$ cat config.mk
export PLATFORM = sky130hd
export DESIGN_NAME = bcd_disp_scan
export DESIGN_NICKNAME = d
export VERILOG_FILES = /design/src/rtl/bcd_disp_scan.sv
export SDC_FILE = /design/constraint.sdc
export NUM_CORES = 1
export LEC_CHECK = 0
export BUFFER_PORTS_ARGS = -buffer_cell sky130_fd_sc_hd__clkbuf_2
export CELL_PAD_IN_SITES_DETAIL_PLACEMENT = 1
export CELL_PAD_IN_SITES_GLOBAL_PLACEMENT = 1
export CORE_ASPECT_RATIO = 0.6
export CORE_MARGIN = 4
export CORE_UTILIZATION = 40
export CTS_CLUSTER_DIAMETER = 50
export DETAILED_ROUTE_END_ITERATION = 12
export PLACE_DENSITY = 0.73
export SKIP_LAST_GASP = 1
export SLEW_MARGIN = 30
export SYNTH_ARGS = -nofsm -noshare
export SYNTH_HDL_FRONTEND = slang
export SYNTH_SLANG_ARGS = --single-unit
$ cat constraint.sdc
create_clock -name clk -period 3.4 [get_ports clk]
set_clock_uncertainty 0.05 [all_clocks]
set_input_delay 0.17 -clock clk [delete_from_list [all_inputs] [get_ports clk]]
set_output_delay 0.17 -clock clk [all_outputs]
set_load 0.01 [all_outputs]
$ cat src/rtl/bcd_disp_scan.sv
// bcd_disp_scan: extends a live BCD units digit to a 4-digit value and scans it
// onto a multiplexed 7-segment display with leading-zero blanking.
module bcd_disp_scan #(
    parameter int SCAN_DIV = 4,
    parameter bit LZB      = 1'b1
) (
    input  logic       clk,
    input  logic       rst,
    input  logic [3:0] bcd_in,
    input  logic       updown,
    output logic [6:0] seg,
    output logic [3:0] an,
    output logic       dp,
    output logic       wrap
);
    localparam int CW = $clog2(SCAN_DIV);

    logic [3:0]    units_q, tens, hund, thou, tens_n, hund_n, thou_n, dig;
    logic          updown_q, carry, borrow, roll, last, blank;
    logic [CW-1:0] scan_cnt;
    logic [1:0]    sel, sel_n;

    function automatic logic [6:0] enc(input logic [3:0] d);
        case (d)
            4'd0: return 7'h3F;
            4'd1: return 7'h06;
            4'd2: return 7'h5B;
            4'd3: return 7'h4F;
            4'd4: return 7'h66;
            4'd5: return 7'h6D;
            4'd6: return 7'h7D;
            4'd7: return 7'h07;
            4'd8: return 7'h7F;
            4'd9: return 7'h6F;
            default: return 7'h00;
        endcase
    endfunction

    assign carry  = units_q == 4'd9 && bcd_in == 4'd0;
    assign borrow = units_q == 4'd0 && bcd_in == 4'd9;

    // 3-digit BCD increment/decrement of the upper digits; roll flags 999<->000
    always_comb begin
        tens_n = tens;
        hund_n = hund;
        thou_n = thou;
        roll   = 1'b0;
        if (carry) begin
            tens_n = tens == 4'd9 ? 4'd0 : tens + 4'd1;
            if (tens == 4'd9) begin
                hund_n = hund == 4'd9 ? 4'd0 : hund + 4'd1;
                if (hund == 4'd9) begin
                    thou_n = thou == 4'd9 ? 4'd0 : thou + 4'd1;
                    roll   = thou == 4'd9;
                end
            end
        end else if (borrow) begin
            tens_n = tens == 4'd0 ? 4'd9 : tens - 4'd1;
            if (tens == 4'd0) begin
                hund_n = hund == 4'd0 ? 4'd9 : hund - 4'd1;
                if (hund == 4'd0) begin
                    thou_n = thou == 4'd0 ? 4'd9 : thou - 4'd1;
                    roll   = thou == 4'd0;
                end
            end
        end
    end

    assign last  = scan_cnt == CW'(SCAN_DIV - 1);
    assign sel_n = last ? sel + 2'd1 : sel;
    assign dig   = sel_n == 2'd0 ? units_q : sel_n == 2'd1 ? tens : sel_n == 2'd2 ? hund : thou;
    assign blank = sel_n == 2'd0 ? units_q > 4'd9 :
                   LZB && thou == 4'd0 && (sel_n == 2'd3 || (hund == 4'd0 && (sel_n == 2'd2 || tens == 4'd0)));

    always_ff @(posedge clk) begin
        if (rst) begin
            units_q  <= 4'd0;
            tens     <= 4'd0;
            hund     <= 4'd0;
            thou     <= 4'd0;
            updown_q <= 1'b1;
            scan_cnt <= '0;
            sel      <= 2'd0;
            seg      <= 7'h3F;
            an       <= 4'b0001;
            dp       <= 1'b0;
            wrap     <= 1'b0;
        end else begin
            units_q  <= bcd_in;
            updown_q <= updown;
            tens     <= tens_n;
            hund     <= hund_n;
            thou     <= thou_n;
            wrap     <= wrap | roll;
            scan_cnt <= last ? '0 : scan_cnt + 1'b1;
            sel      <= sel_n;
            seg      <= blank ? 7'h00 : enc(dig);
            an       <= 4'b0001 << sel_n;
            dp       <= sel_n == 2'd0 && !updown_q;
        end
    end
endmodule

# Word level (Yosys, flattened, before mapping)
# Memories as Yosys holds them, arrays and structs flattened.
# Index checks and enable logic that the tools add are counted.
# totals
input_bits	7
register_bits	34
word_cells	86
n_memories	1
rom_bits	112
# memory_table
memory	depth	word_bits	rd	rd_ports_with_merged_regs	write_ports	line	text
(no name shown)	16	7	1	0	0	24	case (d)
# op_classes
shift	1
eq_ne	11
reduce_logical	21
addsub	8
n_lt_le_gt_ge	1
bitwise	1
n_mux	30
# op_table
operator	count
two-way mux 4 bit	21
equality test 4 bit (second input constant)	5
logical NOT 4 bit	5
adder 4 x 1 -> 4 bit (second input constant)	3
subtractor 4 x 1 -> 4 bit (second input constant)	3
two-way mux 1 bit	7
equality test 2 bit (second input constant)	3
two-way mux 6 bit	1
nonzero test 2 bit	3
logical AND 1 bit	5
AND reduction 5 bit	1
adder 2 x 1 -> 2 bit (second input constant)	2
> comparator 4 bit (second input constant)	1
inequality test 2 x 1 -> 1 bit (second input constant)	2
OR reduction 2 bit	2
left shift 1 x 2 -> 4 bit (first input constant)	1
AND reduction 3 bit	1
equality test 2 x 1 -> 1 bit (second input constant)	1
logical NOT 2 bit	1
logical OR 1 bit	2
two-way mux 2 bit	1
logical NOT 1 bit	1
OR 1 bit	1

# Longest topological paths before layout
# depth
ltp_word	9
depth_mapped	11
ltp_nobuf	10

# Worst setup path before layout
# Ideal clock, no wire load.
# synth_path
path_type	register -> register
from	register scan_cnt[0]
to	register seg[1]
t_arrival_ps	2235
path_buffers	0
path_stages_with_launch	9
setup_ps	114
period_less_slack_ps	2399
slack_ps	1001
required_time_ps	3236
cell_sequence	dfxtp_1 -> ha_1 -> nand2b_2 -> a211o_1 -> and3b_1 -> o41a_4 -> ha_1 -> nand2b_1 -> a21o_1
# synth_via
elab_chain_cells	9
# synth_rtl
element	line	text
start: declaration	20	logic [CW-1:0] scan_cnt;
start signal: assignment	95	scan_cnt <= last ? '0 : scan_cnt + 1'b1;
equality test 2 bit *	69	assign last = scan_cnt == CW'(SCAN_DIV - 1);
two-way mux 2 bit *	70	assign sel_n = last ? sel + 2'd1 : sel;
branches (longest 6 deep; another with memory (16 x 7 bit))	--	
two-way mux 6 bit *	97	seg <= blank ? 7'h00 : enc(dig);
end signal: assignment	97	
end: declaration	11	output logic [6:0] seg,
# Mark *: on every way between the ends.
# A chain may end at the register's enable or synchronous reset.

# Final worst setup path
# layout_path
from	register scan_cnt[0]
to	register seg[4]
# The elaborated chain is that of the path after synthesis.

==> flow_summary.json <==
{
  "run_status": "finished, final reports clean",
  "leading_cell_type_in_the_layout_fill_and_taps_excluded": "sky130_fd_sc_hd__dfxtp_1",
  "cts_sinks": 34,
  "grt_antenna_before_repair": 0,
  "first_pass_iters": 4,
  "cellPowerDensity_nw_per_um2": 391,
  "vias_per_cell": 5.67,
  "finalWeightedCongestion": 0.763,
  "max_slew.worst_pin.slew_ns": 0.719,
  "pwr-share-seq_pct": 49.1,
  "antenna-diode-count": 0,
  "internal_power_uw": 636,
  "grt_overflow_total": 0,
  "arrival_ns": 2.96,
  "die_h_um": 64.6,
  "net-switching-power_uw": 257,
  "ios": 20,
  "cts-htree-levels": 2,
  "crit_type": "register to register",
  "worstHoldPathType": "input port to register",
  "remaining_drc_errors": 0,
  "floorplan.die_area_um2": 6610,
  "synth.yosys.seq_area_share_pct": 31.9,
  "critical_path.max_fanout": 16,
  "async_flop_share_pct": 0,
  "synthCells": 257,
  "postCtsSetupBuffers": 0,
  "number_of_global_route_vias_before_repair": 1885,
  "initial_core_util_pct": 41.8,
  "route.antenna.remaining_nets": 0,
  "grt_pass1_wl_um": 9860,
  "post-synth-top-area-cell": "sky130_fd_sc_hd__dfxtp_1",
  "post_route_cells_drive_above_1_share_pct": 16.0,
  "cp_cell_sequence": "ha_1 > nor3_1 > nor2_1 > nor2_1 > a41oi_4 > nor2_1 > o211a_1 > a31o_2",
  "static-leakage-power_nw": 0.833,
  "post_synth_num_cell_types": 61,
  "die-width_um": 102,
  "clk_transition_reported_paths_ns": 0.06,
  "timing.final.crit_share_pct": 83.5,
  "commonest_register_cell_after_synthesis": "sky130_fd_sc_hd__dfxtp_1",
  "worst_setup_path_end_kind": "register",
  "cts_hold_repair.buffers": 0,
  "dpl_worst_slack_ns": 0.615,
  "max_clock_freq_mhz": 352,
  "dp.final_hpwl_um": 3990,
  "design_power_total_uw": 893,
  "nNetsFinal": 274,
  "vias": 1864,
  "final.min_clock_period_ns": 2.84,
  "globalRouteTotalUtil_pct": 19.2,
  "fillerInstances": 642,
  "netlist.area_leader.share_pct": 31.9,
  "synth_edf_count": 0,
  "placement.io_buffers": 19,
  "cp.required_ns": 3.52,
  "sw_frac_of_total_pct": 28.8,
  "post_cts.resized_instances": 0,
  "cp_common_cell": "sky130_fd_sc_hd__nor2_1",
  "critPathMaxStageDelay_ns": 0.55,
  "combinationalPowerShare_pct": 19.2,
  "dr.first_iter.drc_count": 102,
  "timing.final.hold_violations": 0,
  "yosys_warnings": 0,
  "timing.slew.headroom_pct": 52.1,
  "clkLatencyLatePin_ns": 0.28,
  "critPathLaunchType": "register",
  "rsz0062_at_grt": "false",
  "synth_area_per_cell_um2": 8.31,
  "tritoncts.num_buffers": 5,
  "finalSetupViolCount": 0,
  "netlist_top_cells_area": "sky130_fd_sc_hd__dfxtp_1, sky130_fd_sc_hd__nor2_1, sky130_fd_sc_hd__o21ai_0",
  "core_region_area_um2": 5100,
  "synth_area_um2": 2140,
  "tritoncts": "built",
  "setup_ws_ns": 0.561,
  "routed_wl_um": 5660,
  "max-clock-path-buffers": 2,
  "syn2layout_area_growth_pct": 6.85,
  "slew_violations": 0,
  "total_negative_slack_ns": 0,
  "vdd_ir_drop_max_uv": 154,
  "cp_slowest_cell": "sky130_fd_sc_hd__ha_1",
  "num_rows": 20,
  "maxCapViolations": 0,
  "p_clk_share_pct": 31.7,
  "syn_nets": 268,
  "layout.cells.most_common_list": "sky130_fd_sc_hd__dfxtp_1, sky130_fd_sc_hd__nor2_1, sky130_fd_sc_hd__nand2_1, sky130_fd_sc_hd__clkbuf_2, sky130_fd_sc_hd__o21ai_0",
  "wl_per_cell_um": 17.2,
  "largest_net_degree_at_the_start_of_global_routing": 34,
  "cts-root-buf": "sky130_fd_sc_hd__clkbuf_8",
  "ys_seq_elements": 34
}
[cells in the mapped netlist, types with 2 or more instances]
master,n
sky130_fd_sc_hd__inv_1,2
sky130_fd_sc_hd__o21ai_0,17
sky130_fd_sc_hd__xor2_1,4
sky130_fd_sc_hd__o211ai_1,3
sky130_fd_sc_hd__and2_1,4
sky130_fd_sc_hd__clkbuf_1,13
sky130_fd_sc_hd__buf_2,3
sky130_fd_sc_hd__nand3_1,9
sky130_fd_sc_hd__a22oi_1,3
sky130_fd_sc_hd__nor2_1,23
sky130_fd_sc_hd__nor3b_1,5
sky130_fd_sc_hd__nand2_1,21
sky130_fd_sc_hd__and3_1,2
sky130_fd_sc_hd__a21oi_1,12
sky130_fd_sc_hd__a31oi_1,6
sky130_fd_sc_hd__or3_1,2
sky130_fd_sc_hd__nor4_1,3
sky130_fd_sc_hd__nand4b_1,4
sky130_fd_sc_hd__or2_2,3
sky130_fd_sc_hd__clkbuf_8,2
sky130_fd_sc_hd__or2b_1,3
sky130_fd_sc_hd__buf_4,2
sky130_fd_sc_hd__nand3b_1,2
sky130_fd_sc_hd__dfxtp_1,34
sky130_fd_sc_hd__a21o_1,6
sky130_fd_sc_hd__nor3_1,10
sky130_fd_sc_hd__nand4_1,2
sky130_fd_sc_hd__xnor2_1,7
sky130_fd_sc_hd__ha_1,4
sky130_fd_sc_hd__nor2b_1,8
sky130_fd_sc_hd__nand2b_1,3
sky130_fd_sc_hd__a311oi_1,3
sky130_fd_sc_hd__mux2i_1,4
[cell type report]
type	count	area [um2]	area share [%]
Tap cell	66	82.6	3.62
Clock buffer	7	76.3	3.34
Inverter	3	11.3	0.493
Multi-Input combinational cell	198	1320	57.9
Timing Repair Buffer	21	110	4.82
Sequential cell	34	681	29.8
[sequential cells by signal, indices dropped and copies added, names as in the netlist]
signal	flops
sel	2
units_q	4
thou	4
wrap	1
updown_q	1
scan_cnt	2
seg	7
dp	1
hund	4
an	4
tens	4
[worst max-delay path, delay by kind of cell (launching register included)]
| kind | cells | cell delay, ns |
|---|---|---|
| DFF | 1 | 0.37 |
| AOI/OAI and AO/OA | 3 | 0.91 |
| adders and majority gates | 1 | 0.55 |
| and+or+nand+nor | 4 | 0.85 |
[power groups by stage]
stage / registers (mW) / logic (mW) / clock network, mW
global placement: 0.446 / 0.162 / 0
CTS: 0.438 / 0.171 / 0.299
detailed placement: 0.447 / 0.169 / 0
global route: 0.442 / 0.189 / 0.319
floorplan: 0.446 / 0.124 / 0
finish: 0.439 / 0.171 / 0.283
[final timing paths]
kind	from	endpoint	slack [ns]	cells past startpoint
max	scan_cnt[0]	seg[4]	0.56	8
min	updown	updown_q	0.02	2
max reg2reg	scan_cnt[0]	seg[4]	0.56	8
min reg2reg	updown_q	dp	0.35	1
[cells by family (layout without fill, tap and decap cells)]
family / Yosys count / after routing / share of synthesized area (%)
DFF: 34 / 34 / 31.9
xor gates and xnor gates: 11 / 11 / 4.51
and+or+nand+nor: 113 / 113 / 29.9
buffers and inverters: 25 / 31 / 6.27
adders and majority gates: 5 / 5 / 2.81
muxes: 4 / 4 / 1.87
AOI/OAI and AO/OA: 65 / 65 / 22.7
[metal layers]
metal | global-route usage [%] | up-vias | routed length (um)
met1 | 29.1 | 902 | 3030
met3 | 4.62 | 4 | 215
li1 | - | 931 | -
met4 | 4.42 | 0 | 49
met2 | 26.9 | 27 | 2370
met5 | 0 | - | 0
[stage by stage]
step / area, um2 / hold slack (ns) / util, % / std cells
finish: 2280 / 0.0248 / 44.7 / 329
global route: 2280 / 0.0212 / 44.7 / 329
detailed placement: 2210 / 0.314 / 43.2 / 322
global placement: 2210 / 0.303 / 43.2 / 322
floorplan: 2140 / 0.197 / - / 257
CTS: 2280 / 0.0165 / 44.7 / 329
Power figures use the tool's default switching activity.
